### config.mk
export PLATFORM = sky130hd
export DESIGN_NAME = window_shift_buffer
export DESIGN_NICKNAME = d
export VERILOG_FILES = /design/src/rtl/bnn_buf_pkg.sv /design/src/rtl/bnn_stride_ctr.sv /design/src/rtl/window_shift_buffer.sv
export SDC_FILE = /design/constraint.sdc
export NUM_CORES = 1
export LEC_CHECK = 0
export ABC_AREA = 1
export BUFFER_PORTS_ARGS = -buffer_cell sky130_fd_sc_hd__clkbuf_2
export CORE_ASPECT_RATIO = 1.75
export CORE_MARGIN = 5
export CORE_UTILIZATION = 42
export DETAILED_ROUTE_END_ITERATION = 10
export PLACE_DENSITY = 0.81
export RECOVER_POWER = 50
export SLEW_MARGIN = 20
export SYNTH_ARGS = -nofsm -noshare
export SYNTH_HDL_FRONTEND = slang
export SYNTH_SLANG_ARGS = --single-unit
### constraint.sdc
create_clock -name clk -period 1 [get_ports clk]
set_input_delay 0.1 -clock clk [delete_from_list [all_inputs] [get_ports clk]]
set_output_delay 0.1 -clock clk [all_outputs]
set_load 0.01 [all_outputs]
### src/rtl/bnn_buf_pkg.sv
// Shared types and helpers for the binarized-pixel window shift buffer.
//   buf_state_e       : FILL / FULL control state.
//   fill_level_width  : width of the fill_level counter for a given window depth.
package bnn_buf_pkg;

  typedef enum logic {StFill, StFull} buf_state_e;

  // Enough bits to count 0..depth inclusive.
  function automatic int unsigned fill_level_width(input int unsigned depth);
    return $clog2(depth + 1);
  endfunction

endpackage

### src/rtl/bnn_stride_ctr.sv
// Stride phase counter for the window shift buffer.
// Counts accepted columns modulo STRIDE once the window is full.
// Ports:
//   clk, rst_n : clock and synchronous active-low reset
//   clear      : force phase to 0 (priority over advance)
//   advance    : one accepted column while full
//   wrap       : advance this cycle takes the phase back to 0
module bnn_stride_ctr #(
  parameter int unsigned STRIDE = 1
) (
  input  logic clk,
  input  logic rst_n,
  input  logic clear,
  input  logic advance,
  output logic wrap
);

  localparam int unsigned PhaseW = (STRIDE > 1) ? $clog2(STRIDE) : 1;
  localparam logic [PhaseW-1:0] LastPhase = PhaseW'(STRIDE - 1);

  logic [PhaseW-1:0] phase_q, phase_d;

  // With STRIDE == 1 the phase is pinned at 0, so every advance wraps.
  assign wrap = advance && (phase_q == LastPhase);

  always_comb begin
    phase_d = phase_q;
    if (clear) begin
      phase_d = '0;
    end else if (advance) begin
      phase_d = wrap ? '0 : phase_q + PhaseW'(1);
    end
  end

  always_ff @(posedge clk) begin
    if (!rst_n) begin
      phase_q <= '0;
    end else begin
      phase_q <= phase_d;
    end
  end

endmodule

### src/rtl/window_shift_buffer.sv
// Sliding window over a stream of binarized pixel columns.
// Holds the last DEPTH columns and emits a window every STRIDE columns once full.
// Optional build macro: WINDOW_SHIFT_BUFFER_CLEAR_ON_FLUSH_EN -- flush also zeroes the columns.
// Ports:
//   clk, rst_n          : clock and synchronous active-low reset
//   flush               : drop the current window and restart filling
//   in_valid, in_ready  : column input handshake; data_in is the column
//   out_valid, out_ready: window output handshake; data_out = {col[DEPTH-1], ..., col[0]}
//   fill_level          : valid columns held, saturating at DEPTH
module window_shift_buffer
  import bnn_buf_pkg::*;
#(
  parameter int unsigned COL_W  = 5,
  parameter int unsigned DEPTH  = 5,
  parameter int unsigned STRIDE = 1
) (
  input  logic                                 clk,
  input  logic                                 rst_n,
  input  logic                                 flush,
  input  logic                                 in_valid,
  input  logic [COL_W-1:0]                     data_in,
  output logic                                 in_ready,
  output logic                                 out_valid,
  input  logic                                 out_ready,
  output logic [COL_W*DEPTH-1:0]               data_out,
  output logic [fill_level_width(DEPTH)-1:0]   fill_level
);

  localparam int unsigned FillW = fill_level_width(DEPTH);
  localparam int unsigned WinW  = COL_W * DEPTH;
  localparam logic [FillW-1:0] LastFill = FillW'(DEPTH - 1);

  buf_state_e        state_q, state_d;
  logic [FillW-1:0]  fill_q, fill_d;
  logic [WinW-1:0]   window_q, window_d;
  logic              out_valid_q, out_valid_d;

  logic col_take;
  logic fill_to_full;
  logic take_full;
  logic wrap;
  logic emit;

  // Stall only while a window is pending and the consumer is not taking it.
  assign in_ready = !(out_valid_q && !out_ready);

  // A column coinciding with flush is dropped.
  assign col_take = in_valid && in_ready && !flush;

  // State register.
  always_ff @(posedge clk) begin
    if (!rst_n) begin
      state_q <= StFill;
    end else begin
      state_q <= state_d;
    end
  end

  // Next-state logic.
  always_comb begin
    state_d = state_q;
    if (flush) begin
      state_d = StFill;
    end else begin
      unique case (state_q)
        StFill:  if (col_take && (fill_q == LastFill)) state_d = StFull;
        StFull:  state_d = StFull;
        default: state_d = StFill;
      endcase
    end
  end

  // Decoded control outputs of the FSM.
  always_comb begin
    fill_to_full = 1'b0;
    take_full    = 1'b0;
    unique case (state_q)
      StFill:  fill_to_full = col_take && (fill_q == LastFill);
      StFull:  take_full    = col_take;
      default: ;
    endcase
  end

  bnn_stride_ctr #(
    .STRIDE (STRIDE)
  ) u_stride_ctr (
    .clk     (clk),
    .rst_n   (rst_n),
    .clear   (flush || fill_to_full),
    .advance (take_full),
    .wrap    (wrap)
  );

  assign emit = fill_to_full || (take_full && wrap);

  always_comb begin
    fill_d      = fill_q;
    window_d    = window_q;
    out_valid_d = out_valid_q;

    if (flush) begin
      fill_d      = '0;
      out_valid_d = 1'b0;
`ifdef WINDOW_SHIFT_BUFFER_CLEAR_ON_FLUSH_EN
      window_d    = '0;
`endif
    end else begin
      if (col_take) begin
        // Newest column enters at the MSB end; oldest falls off the LSB end.
        window_d = {data_in, window_q[WinW-1:COL_W]};
        if (state_q == StFill) fill_d = fill_q + FillW'(1);
      end
      if (emit) begin
        out_valid_d = 1'b1;
      end else if (out_valid_q && out_ready) begin
        out_valid_d = 1'b0;
      end
    end
  end

  always_ff @(posedge clk) begin
    if (!rst_n) begin
      fill_q      <= '0;
      window_q    <= '0;
      out_valid_q <= 1'b0;
    end else begin
      fill_q      <= fill_d;
      window_q    <= window_d;
      out_valid_q <= out_valid_d;
    end
  end

  assign out_valid  = out_valid_q;
  assign data_out   = window_q;
  assign fill_level = fill_q;

endmodule

# [Word level (Yosys, flattened, before mapping)]
# Index checks and enable logic that the tools add are counted.
[op_classes] n_addsub=2 eq_ne=1 mux=7 bitwise=4 reduce_logical=17
[op_table] op="1-bit logical AND" count=7
[op_table] op="1-bit 2-to-1 mux" count=6
[op_table] op="1-bit NOT" count=4
[op_table] op="2-bit AND reduction" count=2
[op_table] op="2-bit OR reduction" count=2
[op_table] op="3-bit by 1-bit adder with 3-bit output (second input constant)" count=1
[op_table] op="3-bit equality test (second input constant)" count=1
[op_table] op="1-bit logical NOT" count=3
[op_table] op="1-bit logical OR" count=2
[op_table] op="1-bit case mux with 2 select lines" count=1
[op_table] op="2-bit nonzero test" count=1
[op_table] op="1-bit adder (second input constant)" count=1
[totals] regBits=31 inputBits=10 word_cells=36

# [Longest topological paths before layout]
# Gate-level depths: netlist of the first run.
[logic_depth] depth_word=10 mapped_depth=7 depth_no_buf=7

# [Cells and area by module]
# Synthesis of the first run repeated with hierarchy kept, for this count alone.
[hier_totals] cells_unflattened=153 hier_area_um2=1224.9
[modules_own_cells] module="window_shift_buffer" n_inst=1 cells_per_inst=146 area_each_um2=1182.4
[modules_own_cells] module="bnn_stride_ctr" n_inst=1 cells_per_inst=7 area_each_um2=42.5

# [Worst setup path before layout of the first run]
# Ideal clock, no wire load.
[synth_timing] path_type="register -> register" from="reg fill_q[0] (netlist: fill_level[0])" to="reg u_stride_ctr.phase_q" setup_ps=64 arrival_time_ps=956 required_ps=936 slack_ps=-20 stages_incl_launch_ff=8 path_buffers=0 synth_period_minus_slack_ps=1020 cell_sequence="dfxtp_1 > inv_1 > ha_1 > nand2_1 > inv_1 > nand3_1 > nand3_1 > nor2_1"
[synth_via] elab_chain_cells=5
[synth_rtl] element="start, declared" line="window_shift_buffer.sv:34" text="logic [FillW-1:0] fill_q, fill_d;"
[synth_rtl] element="start signal, assigned" line="window_shift_buffer.sv:127" text="fill_q <= fill_d;"
[synth_rtl] element="3-bit equality test" line="window_shift_buffer.sv:78" text="StFill: fill_to_full = col_take && (fill_q == LastFill);"
[synth_rtl] element="1-bit logical AND" line="window_shift_buffer.sv:78"
[synth_rtl] element="1-bit 2-to-1 mux" line="window_shift_buffer.sv:77" text="unique case (state_q)"
[synth_rtl] element="1-bit logical OR" line="window_shift_buffer.sv:89" text=".clear (flush || fill_to_full),"
[synth_rtl] element="2-bit OR reduction (no source line)"
[synth_rtl] element="end signal, assigned" line="bnn_stride_ctr.sv:39" text="phase_q <= phase_d;"
[synth_rtl] element="end, declared" line="bnn_stride_ctr.sv:21" text="logic [PhaseW-1:0] phase_q, phase_d;"
# No other way between the ends.
# A chain may end at the register's enable or synchronous reset.

# [Worst setup path after layout of the first run]
[layout_timing] from="reg out_valid_q (netlist: out_valid)" to="reg window_q[8] (netlist: data_out[8])"
[layout_via] elab_chain_cells=5
[layout_rtl] element="start, declared" line="window_shift_buffer.sv:36" text="logic out_valid_q, out_valid_d;"
[layout_rtl] element="start signal, assigned" line="window_shift_buffer.sv:129" text="out_valid_q <= out_valid_d;"
[layout_rtl] element="1-bit logical AND" line="window_shift_buffer.sv:45" text="assign in_ready = !(out_valid_q && !out_ready);"
[layout_rtl] element="1-bit logical NOT" line="window_shift_buffer.sv:45"
[layout_rtl] element="1-bit logical AND (2 in series)" line="window_shift_buffer.sv:48" text="assign col_take = in_valid && in_ready && !flush;"
[layout_rtl] element="2-bit AND reduction (no source line)"
[layout_rtl] element="end signal, assigned" line="window_shift_buffer.sv:128" text="window_q <= window_d;"
[layout_rtl] element="end, declared" line="window_shift_buffer.sv:35" text="logic [WinW-1:0] window_q, window_d;"
# No other way between the ends.

==> results of run 1 <==
## synth_stat cells
| cell | n |
|---|---|
| xor2_1 | 1 |
| nor2_1 | 54 |
| nand3_1 | 2 |
| dfxtp_1 | 31 |
| nor2_8 | 1 |
| nand2_1 | 7 |
| nand2_4 | 1 |
| nor2_4 | 2 |
| o21ai_1 | 27 |
| ha_1 | 2 |
| clkbuf_1 | 2 |
| inv_2 | 3 |
| nand2_2 | 2 |
| buf_6 | 4 |
| nor2_2 | 1 |
| a21oi_1 | 4 |
| inv_1 | 8 |
| a31oi_1 | 1 |
## cell type report
cell class,instances,area [um2],share of cell area
Clock buffer,7,96.3,0.0592
Clock inverter,1,7.51,0.00462
Inverter,11,41.3,0.0254
Multi-Input combinational cell,107,572,0.352
Sequential cell,31,624,0.384
Tap cell,28,35.0,0.0215
Timing Repair Buffer,45,250,0.154
## state kept, by name, indices dropped and copies added (netlist names)
register,flops
fill_level,3
u_stride_ctr.phase_q,1
out_valid,1
data_out,25
state_q,1
## path summary, 6_finish.rpt
path / startpoint / to / slack [ps] / cells after the start
setup / recovery: out_valid$_SDFFE_PP0P_ / data_out[8]$_SDFFE_PN0P_ / -40 / 7
hold / removal: data_in[1] / data_out[21]$_SDFFE_PN0P_ / 50 / 3
setup reg to reg: out_valid$_SDFFE_PP0P_ / data_out[8]$_SDFFE_PN0P_ / -40 / 7
hold reg to reg: u_stride_ctr.phase_q$_SDFFE_PP0P_ / u_stride_ctr.phase_q$_SDFFE_PP0P_ / 460 / 2
## kinds of logic (layout without fill, tap and decap cells)
logic type / count (synthesis) / after routing / share of synthesized area
and+or+nand+nor: 70 / 72 / 0.255
AOI/OAI and AO/OA: 32 / 32 / 0.132
DFF: 31 / 31 / 0.508
buffers and inverters: 17 / 64 / 0.0768
adders and majority gates: 2 / 2 / 0.0205
xor gates and xnor gates: 1 / 1 / 0.00717
## power groups by stage
stage | clock network (mW) | registers [mW] | logic (mW)
finish | 1.08 | 1.35 | 0.336
floorplan | 0 | 1.40 | 0.173
CTS | 1.11 | 1.35 | 0.332
global route | 1.17 | 1.36 | 0.380
global placement | 0 | 1.37 | 0.312
detailed placement | 0 | 1.38 | 0.314
## routing by layer
| metal | up-vias | global-route usage |
|---|---|---|
| met5 | - | 0 |
| met2 | 31 | 0.219 |
| li1 | 582 | - |
| met1 | 475 | 0.149 |
| met4 | 0 | 0.0997 |
| met3 | 6 | 0.0495 |
## timing repair
item,4_1_cts,5_1_grt
setup endpoints to repair,6,30
setup buffers,2,1
resized for setup,2,13
cloned,2,0
pin swaps,4,11
endpoints found under the hold margin,0,0
## metrics by stage
stage | cell area (um2) | instances | hold slack [ps]
2_1_floorplan | 1220 | 153 | 239
3_3_place_gp | 1430 | 218 | 336
3_5_place_dp | 1430 | 218 | 345
4_1_cts | 1610 | 230 | 47.1
5_1_grt | 1630 | 230 | 64.8
6_report | 1630 | 230 | 46.9
## worst register-to-register path: stages, from the launching register on
cell and delay (ps):
dfxtp_2 350, inv_2 50, nor2_4 90, buf_12 130, nor2_4 40, buf_12 150, nor2_1 80, nor2_1 50
==> impl_metrics.tcl, run 1 <==
set metrics [dict create \
    violations "negative setup slack" \
    synth_nets 165 \
    root_buffer "clkbuf_8" \
    mostFrequentLayoutCell "nor2_1" \
    fin_skew_ps 5.80 \
    synth_cell_types 18 \
    via_per_inst 4.76 \
    start_util 0.427 \
    grt_pass1_vias 1001 \
    timing.final.crit_period_ps 1040 \
    num_io_pins 40 \
    critPathCaptureType "register" \
    cts_buffer_depth 2 \
    port_buffers 39 \
    p_comb_frac 0.121 \
    die_w_um 50.8 \
    hp-class "input pin to register" \
    clkSinkCount 31 \
    die_h_um 81.3 \
    fmax_mhz 959 \
    critPathTopFamily "flip-flops" \
    wl_met1_um 1080 \
    seq_power_share 0.488 \
    gp_routability_congestion 0.750 \
    fin_setup_tns_ps -608 \
    drtPass1Iterations 4 \
    arrival_ps 1220 \
    top_layer "met4" \
    seq_area_frac_synth 0.508 \
    synth_area_um2 1220 \
    slowest_delay_ps 350 \
    globalRouteOverflowTotal 0 \
    die-area_um2 4130 \
    cts_tree "built" \
    synthTopCellsByArea "dfxtp_1, nor2_1, o21ai_1" \
    grt_max_degree 28 \
    nets 213 \
    core_um2 2860 \
    area_growth_pct 33.2 \
    cts.htree.levels 2 \
    critPathRequiredTime_ps 1180 \
    hold_viol 0 \
    syn_area_per_cell_um2 7.98 \
    drtAntennaViolNets 0 \
    path_cells "inv_2 > nor2_4 > buf_12 > nor2_4 > buf_12 > nor2_1 > nor2_1" \
    clkTransAtPathRegs_ps 70 \
    place_hpwl_um 1770 \
    synthCells 153 \
    synth_top_area_frac 0.508 \
    rows 26 \
    status "finished, violations left" \
    crit_slowest_cell "dfxtp_2" \
    diodes 0 \
    antenna_found_initial 0 \
    drt_iter0_drc 23 \
    intPower_mw 2.07 \
    critical_path_class "register to register" \
    p_leak_nw 0.705 \
    post-route-drc-count 0 \
    switchingPower_mw 0.705 \
    drv_slew 0 \
    final_cell_mix "nor2_1, dfxtp_1, o21ai_1, clkbuf_2, clkbuf_1" \
    crit_fanout 14 \
    post-route-util 0.568 \
    fin_crit_sh 1.04 \
    tightest_slew_ps 264 \
    drt_wl_total_um 2640 \
    wire_per_inst_um 11.5 \
    cts_hold_buf 0 \
    switching_share 0.254 \
    grt_pass1_wl_um 4330 \
    num_vias 1094 \
    dr_wl_met3_um 163 \
    routed-wl-met2_um 1320 \
    grtUsageTotal 0.138 \
    setup_slack_ps -42.4 \
    timing.critical_path.buf_inv 3 \
    fill_cells 281 \
    synth_seq_cells 31 \
    power_frac_clock 0.391 \
    cts_buffers 5 \
    rsz0062_at_grt "true" \
    peakVddDrop_mv 1.24 \
    start_kind "register" \
    preCtsSetupSlack_ps -169 \
    layout-drive-gt1-share 0.342 \
    finalSetupViolCount 19 \
    maxCapViolCount 0 \
    relSlewSlack 0.824 \
    p_per_area_nw_per_um2 1710 \
    synth_area_leader_cell "dfxtp_1" \
    power_mw 2.77 \
    clkLatencyLatePin_ps 280 \
    synth-warning-count 0 \
]
(Power assumes the default switching activity.)
==> run 2: changes to the inputs <==
--- a/config.mk
+++ b/config.mk
@@ -7,11 +7,13 @@
 export LEC_CHECK = 0
 export ABC_AREA = 1
 export BUFFER_PORTS_ARGS = -buffer_cell sky130_fd_sc_hd__clkbuf_2
+export CELL_PAD_IN_SITES_DETAIL_PLACEMENT = 1
+export CELL_PAD_IN_SITES_GLOBAL_PLACEMENT = 1
 export CORE_ASPECT_RATIO = 1.75
 export CORE_MARGIN = 5
-export CORE_UTILIZATION = 42
+export CORE_UTILIZATION = 31
 export DETAILED_ROUTE_END_ITERATION = 10
-export PLACE_DENSITY = 0.81
+export PLACE_DENSITY = 0.83
 export RECOVER_POWER = 50
 export SLEW_MARGIN = 20
 export SYNTH_ARGS = -nofsm -noshare
==> constraint.sdc (replaced) <==
create_clock -name clk -period 1 [get_ports clk]
set_input_delay 0.2 -clock clk [delete_from_list [all_inputs] [get_ports clk]]
set_output_delay 0.2 -clock clk [all_outputs]
set_load 0.01 [all_outputs]
==> run 2 against run 1 <==
Net effect: the flow still finishes with violations (negative setup slack); clock skew increased by 7.4 ps; power increased by 10%; largest cell class unchanged; utilization decreased by 7.1 points; design area increased by 18%; largest power group unchanged; critical path depth unchanged; critical endpoint is now data_out[1]$_SDFFE_PN0P_; die area increased by 29%.
==> impl_metrics.tcl, run 2 (synthesized netlist as in run 1, its figures left out) <==
set metrics [dict create \
    critPathRequiredTime_ps 1210 \
    timing.rr.start "out_valid$_SDFFE_PP0P_" \
    cts_buffer_depth 2 \
    grt_pass1_wl_um 5560 \
    die-area_um2 5340 \
    clkLatencyLatePin_ps 290 \
    area_growth_pct 57.5 \
    reg2reg_slack_ps -170 \
    power_frac_clock 0.409 \
    mostFrequentLayoutCell "nor2_1" \
    grt_max_degree 27 \
    fin_area_um2 1920 \
    fill_cells 483 \
    worstHoldStart "data_in[0]" \
    grtUsageTotal 0.138 \
    drv_slew 0 \
    diodes 0 \
    seq_power_share 0.445 \
    finalSetupViolCount 33 \
    setup_slack_ps -165 \
    hp-class "input pin to register" \
    p_leak_nw 0.856 \
    layout-drive-gt1-share 0.556 \
    gp_routability_congestion 0.774 \
    critPathCaptureType "register" \
    clkSinkCount 31 \
    tightest_slew_ps 535 \
    fin_setup_tns_ps -3120 \
    core_um2 3870 \
    worst_r2r_endpoint "data_out[1]$_SDFFE_PN0P_" \
    cts_buffers 5 \
    intPower_mw 2.25 \
    timing.critical_path.buf_inv 3 \
    start_kind "register" \
    post-route-drc-count 0 \
    num_vias 1218 \
    place_hpwl_um 2330 \
    drt_iter0_drc 5 \
    p_comb_frac 0.146 \
    arrival_ps 1380 \
    worstHoldPathCells 3 \
    switching_share 0.263 \
    drt_wl_total_um 3970 \
    rsz0062_at_grt "true" \
    fin_crit_sh 1.17 \
    timing.final.crit_period_ps 1170 \
    final_cell_mix "nor2_1, o21ai_1, clkbuf_2" \
    maxCapViolCount 0 \
    rows 30 \
    power_mw 3.06 \
    relSlewSlack 0.643 \
    drtPass1Iterations 2 \
    status "finished, violations left" \
    largest_reg_flops 25 \
    violations "negative setup slack" \
    grt_pass1_vias 1175 \
    reg2reg_depth 7 \
    critPathTopFamily "simple AND/OR/NAND/NOR gates" \
    path_cells "buf_6 > inv_4 > nor2_4 > nor2_8 > buf_12 > nor2_1 > nor2_1" \
    antenna_found_initial 0 \
    die_w_um 57.4 \
    dpl-instance-area_um2 1500 \
    clkTransAtPathRegs_ps 80 \
    root_buffer "clkbuf_8" \
    nets 225 \
    die_h_um 93.0 \
    fin_skew_ps 13.2 \
    critical_path_class "register to register" \
    crit_top_cell "nor2_1" \
    start_util 0.316 \
    wire_per_inst_um 15.1 \
    via_per_inst 4.65 \
    cts.htree.levels 2 \
    port_buffers 39 \
    hold_path_end "data_out[20]$_SDFFE_PN0P_" \
    p_per_area_nw_per_um2 1590 \
    drtAntennaViolNets 0 \
    crit_slowest_cell "dfxtp_2" \
    num_io_pins 40 \
    whs_ps 169 \
    crit_fanout 9 \
    fmax_mhz 858 \
    peakVddDrop_mv 1.18 \
    slowest_delay_ps 330 \
    cts_tree "built" \
    globalRouteOverflowTotal 0 \
    switchingPower_mw 0.804 \
    hold_viol 0 \
]
==> run 2: cell types whose count changed in the layout (fill, tap and decap cells not counted), sizes merged <==
cell	previous run	this run
bufinv	0	1
clkbuf	46	33
nor2	60	58
clkinv	0	2
buf	6	29
nand2	10	12
clkinvlp	1	0
==> run 2: metal layers <==
metal	GRT usage	wire length, um	vias to the layer above
li1	-	-	605
met1	0.144	1440	579
met2	0.244	2310	28
met3	0.0401	147	6
met4	0.0677	67	0
met5	0	0	-
==> run 2: worst max-delay path by stage <==
stage | from | to | slack [ps] | cells after the start
2_1_floorplan | fill_level[1]$_SDFFE_PP0P_ | u_stride_ctr.phase_q$_SDFFE_PP0P_ | 20 | 7
3_3_place_gp | flush | fill_level[0]$_SDFFE_PP0P_ | -100 | 6
3_5_place_dp | flush | fill_level[2]$_SDFFE_PP0P_ | -140 | 6
4_1_cts | out_valid$_SDFFE_PP0P_ | in_ready | -110 | 3
5_1_grt | out_valid$_SDFFE_PP0P_ | data_out[1]$_SDFFE_PN0P_ | -200 | 7
6_report | out_valid$_SDFFE_PP0P_ | data_out[1]$_SDFFE_PN0P_ | -170 | 7
==> run 2: power groups by stage <==
stage          combinational [mW]  sequential, mW  clock, mW
2_1_floorplan               0.173            1.40          0
3_3_place_gp                0.332            1.38          0
3_5_place_dp                0.340            1.38          0
4_1_cts                     0.361            1.36       1.27
5_1_grt                     0.489            1.37       1.35
6_report                    0.446            1.36       1.25
==> run 2: what timing repair did <==
action                                  4_1_cts  5_1_grt
endpoints found under the setup margin       26       57
gates resized for setup                      28       51
hold buffers                                  0        0
pin swaps                                     2       10
gates cloned                                  1        2
setup buffers                                 3        8
==> run 2: area by class of cell <==
cell class,count,area (um2),area share
inverters,11,43.8,0.0228
repair buffers,57,422,0.219
flip-flops and latches,31,667,0.347
clock inverters,3,43.8,0.0228
clock buffers,5,68.8,0.0358
multi-input cells,107,618,0.321
well taps,48,60.1,0.0312
==> run 2: stage by stage <==
step	instances	utilization	setup slack, ps
after floorplan	153	-	18.2
after global placement	240	0.387	-103
after detailed placement	240	0.387	-137
after CTS	252	0.442	-110
after global routing	262	0.497	-199
final	262	0.497	-165
==> run 2: worst register-to-register path: cells and delay by family (launching register included) <==
kind	cells	cell delay, ps
buffers and inverters	3	330
and+or+nand+nor	4	430
DFF	1	330
==> run 3: changes to the inputs <==
--- a/config.mk
+++ b/config.mk
@@ -13,9 +13,11 @@
 export CORE_MARGIN = 5
 export CORE_UTILIZATION = 31
 export DETAILED_ROUTE_END_ITERATION = 10
+export GPL_ROUTABILITY_DRIVEN = 0
 export PLACE_DENSITY = 0.83
 export RECOVER_POWER = 50
 export SLEW_MARGIN = 20
 export SYNTH_ARGS = -nofsm -noshare
 export SYNTH_HDL_FRONTEND = slang
+export SYNTH_HIERARCHICAL = 1
 export SYNTH_SLANG_ARGS = --single-unit
==> constraint.sdc (replaced) <==
create_clock -name clk -period 1 [get_ports clk]
set_input_delay 0.2 -clock clk [delete_from_list [all_inputs] [get_ports clk]]
set_output_delay 0.2 -clock clk [all_outputs]
set_load 0.05 [all_outputs]
==> run 3 against run 2 <==
Net effect: the run still ends with negative setup slack left; largest cell class is now non-clock buffers; hold slack worse by 24 ps; die area is 0.26% higher; critical endpoint is now u_stride_ctr/phase_q$_SDFFE_PP0P_; sequential cell count stayed put; setup slack worse by 34 ps.
==> impl_metrics.tcl, run 3 <==
set metrics [dict create \
    status "finished, violations left" \
    violations "negative setup slack" \
    drtPass1Iterations 3 \
    routed-wl-met2_um 2750 \
    synthTopCellsByArea "dfxtp_1, nor2_1, o21ai_1" \
    clkSinkCount 31 \
    root_buffer "clkbuf_8" \
    dr_wl_met3_um 182 \
    grt_pass1_wl_um 7710 \
    place_hpwl_um 2200 \
    synth-xor-area-share 0.00715 \
    fill_cells 422 \
    fin_crit_sh 1.20 \
    maxCapViolCount 0 \
    post-route-drc-count 0 \
    hp-class "input pin to register" \
    fmax_mhz 834 \
    crit_top_cell "nand2_8" \
    cts_buffers 5 \
    critPathTopFamily "buffers and inverters" \
    port_buffers 39 \
    tightest_slew_ps 259 \
    clkLatencyLatePin_ps 290 \
    cts_tree "built" \
    drt_iter0_drc 20 \
    crit_slowest_cell "dfxtp_4" \
    critPathCaptureType "register" \
    mostFrequentLayoutCell "nor2_1" \
    synth_edf_count 0 \
    antenna_found_initial 0 \
    synth-compound-area-share 0.128 \
    synth_nets 165 \
    top_layer "met4" \
    largest_reg_flops 25 \
    drt_wl_total_um 4780 \
    post-route-util 0.662 \
    crit_fanout 6 \
    critical_path_class "register to register" \
    relSlewSlack 0.827 \
    clkTransAtPathRegs_ps 60 \
    drtAntennaViolNets 0 \
    globalRouteOverflowTotal 0 \
    timing.final.crit_period_ps 1200 \
    seq_area_frac_synth 0.507 \
    fin_skew_ps 5.19 \
    grt_pass1_vias 1514 \
    start_kind "register" \
    cts.htree.levels 2 \
    yosys-top-cells-count "nor2_1, dfxtp_1, o21ai_1" \
    final_cell_mix "nor2_1, buf_4, dfxtp_2" \
    arrival_ps 1380 \
    yosysMostFrequentCell "nor2_1" \
    rows 30 \
    wire_per_inst_um 16.9 \
    grtUsageTotal 0.191 \
    placed_cells 242 \
    wl_met1_um 1740 \
    synth-adder-area-share 0.0204 \
    layout-drive-gt1-share 0.684 \
    peakVddDrop_mv 0.979 \
    die_w_um 57.5 \
    p_leak_nw 1.12 \
    rsz0062_at_grt "true" \
    critPathRequiredTime_ps 1190 \
    diodes 0 \
    setup_slack_ps -199 \
    async_reset_ff_frac 0 \
    fin_cells 282 \
    nets 245 \
    timing.critical_path.buf_inv 4 \
    synth_top_area_frac 0.507 \
    slowest_delay_ps 360 \
    hold_viol 0 \
    finalSetupViolCount 42 \
    synth_seq_cells 31 \
    synth_area_um2 1220 \
    p_per_area_nw_per_um2 1270 \
    synth_top_family_by_area "simple AND/OR/NAND/NOR gates" \
    synth-warning-count 6 \
    synth_cell_types 19 \
    path_cells "nand2_8 > buf_12 > nand2_8 > nor2_4 > inv_2 > buf_4 > buf_6 > nand2_4 > nor2_2" \
    via_per_inst 4.67 \
    num_io_pins 40 \
    drv_slew 0 \
    synthCells 153 \
    grt_max_degree 27 \
    cts_buffer_depth 2 \
    synthMuxAreaShare 0 \
    core_um2 3870 \
    synth_area_leader_cell "dfxtp_1" \
    die-area_um2 5360 \
    area_growth_pct 109 \
    yosys.area_share.simple 0.238 \
    synth_ff_type "dfxtp_1" \
    syn_area_per_cell_um2 8.01 \
    die_h_um 93.2 \
    start_util 0.317 \
    num_vias 1316 \
]
==> run 3: cell count changes after synthesis, sizes merged <==
| cell | previous run | this run |
|---|---|---|
| o21ai | 27 | 25 |
| nand2 | 10 | 15 |
| nor2 | 58 | 54 |
| nand3 | 2 | 1 |
| a21oi | 4 | 5 |
| clkinv | 0 | 1 |
==> run 3: path summary, 6_finish.rpt <==
path / from / end / slack, ps / cells past startpoint
max: out_valid$_SDFFE_PP0P_ / u_stride_ctr/phase_q$_SDFFE_PP0P_ / -200 / 9
min: data_in[0] / data_out[20]$_SDFFE_PN0P_ / 140 / 3
max reg2reg: out_valid$_SDFFE_PP0P_ / u_stride_ctr/phase_q$_SDFFE_PP0P_ / -200 / 9
min reg2reg: data_out[4]$_SDFFE_PN0P_ / data_out[4]$_SDFFE_PN0P_ / 510 / 2
==> run 3: cell families after synthesis <==
family | after synthesis
adder cells (fa/ha/maj) | 2
flip-flops | 31
AND/OR/NAND/NOR | 70
XOR/XNOR | 1
buffers and inverters | 18
AO/OA/AOI/OAI | 31
==> run 3: metrics by stage <==
step | setup TNS (ps) | hold slack (ps) | cell area [um2] | setup slack, ps | power (mW)
2_1_floorplan | -2560 | 324 | 1250 | -297 | 1.76
3_3_place_gp | -1710 | 429 | 1540 | -116 | 1.89
3_5_place_dp | -2170 | 445 | 1540 | -137 | 1.90
4_1_cts | -1910 | 146 | 2440 | -177 | 3.19
5_1_grt | -5850 | 157 | 2560 | -270 | 3.37
6_report | -3570 | 145 | 2560 | -199 | 3.25
==> run 3: repair_timing <==
item                                    in CTS  in global routing
hold buffers                                 0                  0
buffers inserted                            25                  7
resized for setup                          142                 29
endpoints found under the setup margin      33                 61
hold endpoints to repair                     0                  0
pin swaps                                   12                  7
==> run 3: worst register-to-register path: cells and delay by family, from the launching register on <==
kind | cells | cell delay [ps]
buffers and inverters | 4 | 410
flip-flops | 1 | 360
AND/OR/NAND/NOR | 5 | 340
==> run 3: power by group <==
part	internal, mW	leakage (nW)	switching [mW]	total (mW)
clock network	0.488	0.0422	0.473	0.961
registers	1.30	0.267	0.0668	1.37
logic	0.435	0.814	0.482	0.917
total	2.23	1.12	1.02	3.25
==> run 3: final cells by class <==
| class | count | area (um2) | share of cell area |
|---|---|---|---|
| Clock inverter | 1 | 5.00 | 0.00195 |
| Clock buffer | 7 | 76.3 | 0.0298 |
| Inverter | 12 | 55.1 | 0.0215 |
| Multi-Input combinational cell | 104 | 648 | 0.253 |
| Tap cell | 48 | 60.1 | 0.0234 |
| Timing Repair Buffer | 79 | 1050 | 0.409 |
| Sequential cell | 31 | 669 | 0.261 |
==> run 3: routing by layer <==
| layer | vias up | track usage |
|---|---|---|
| met2 | 29 | 0.355 |
| met3 | 9 | 0.0525 |
| met4 | 0 | 0.0832 |
| met1 | 635 | 0.191 |
| met5 | - | 0 |
| li1 | 643 | - |
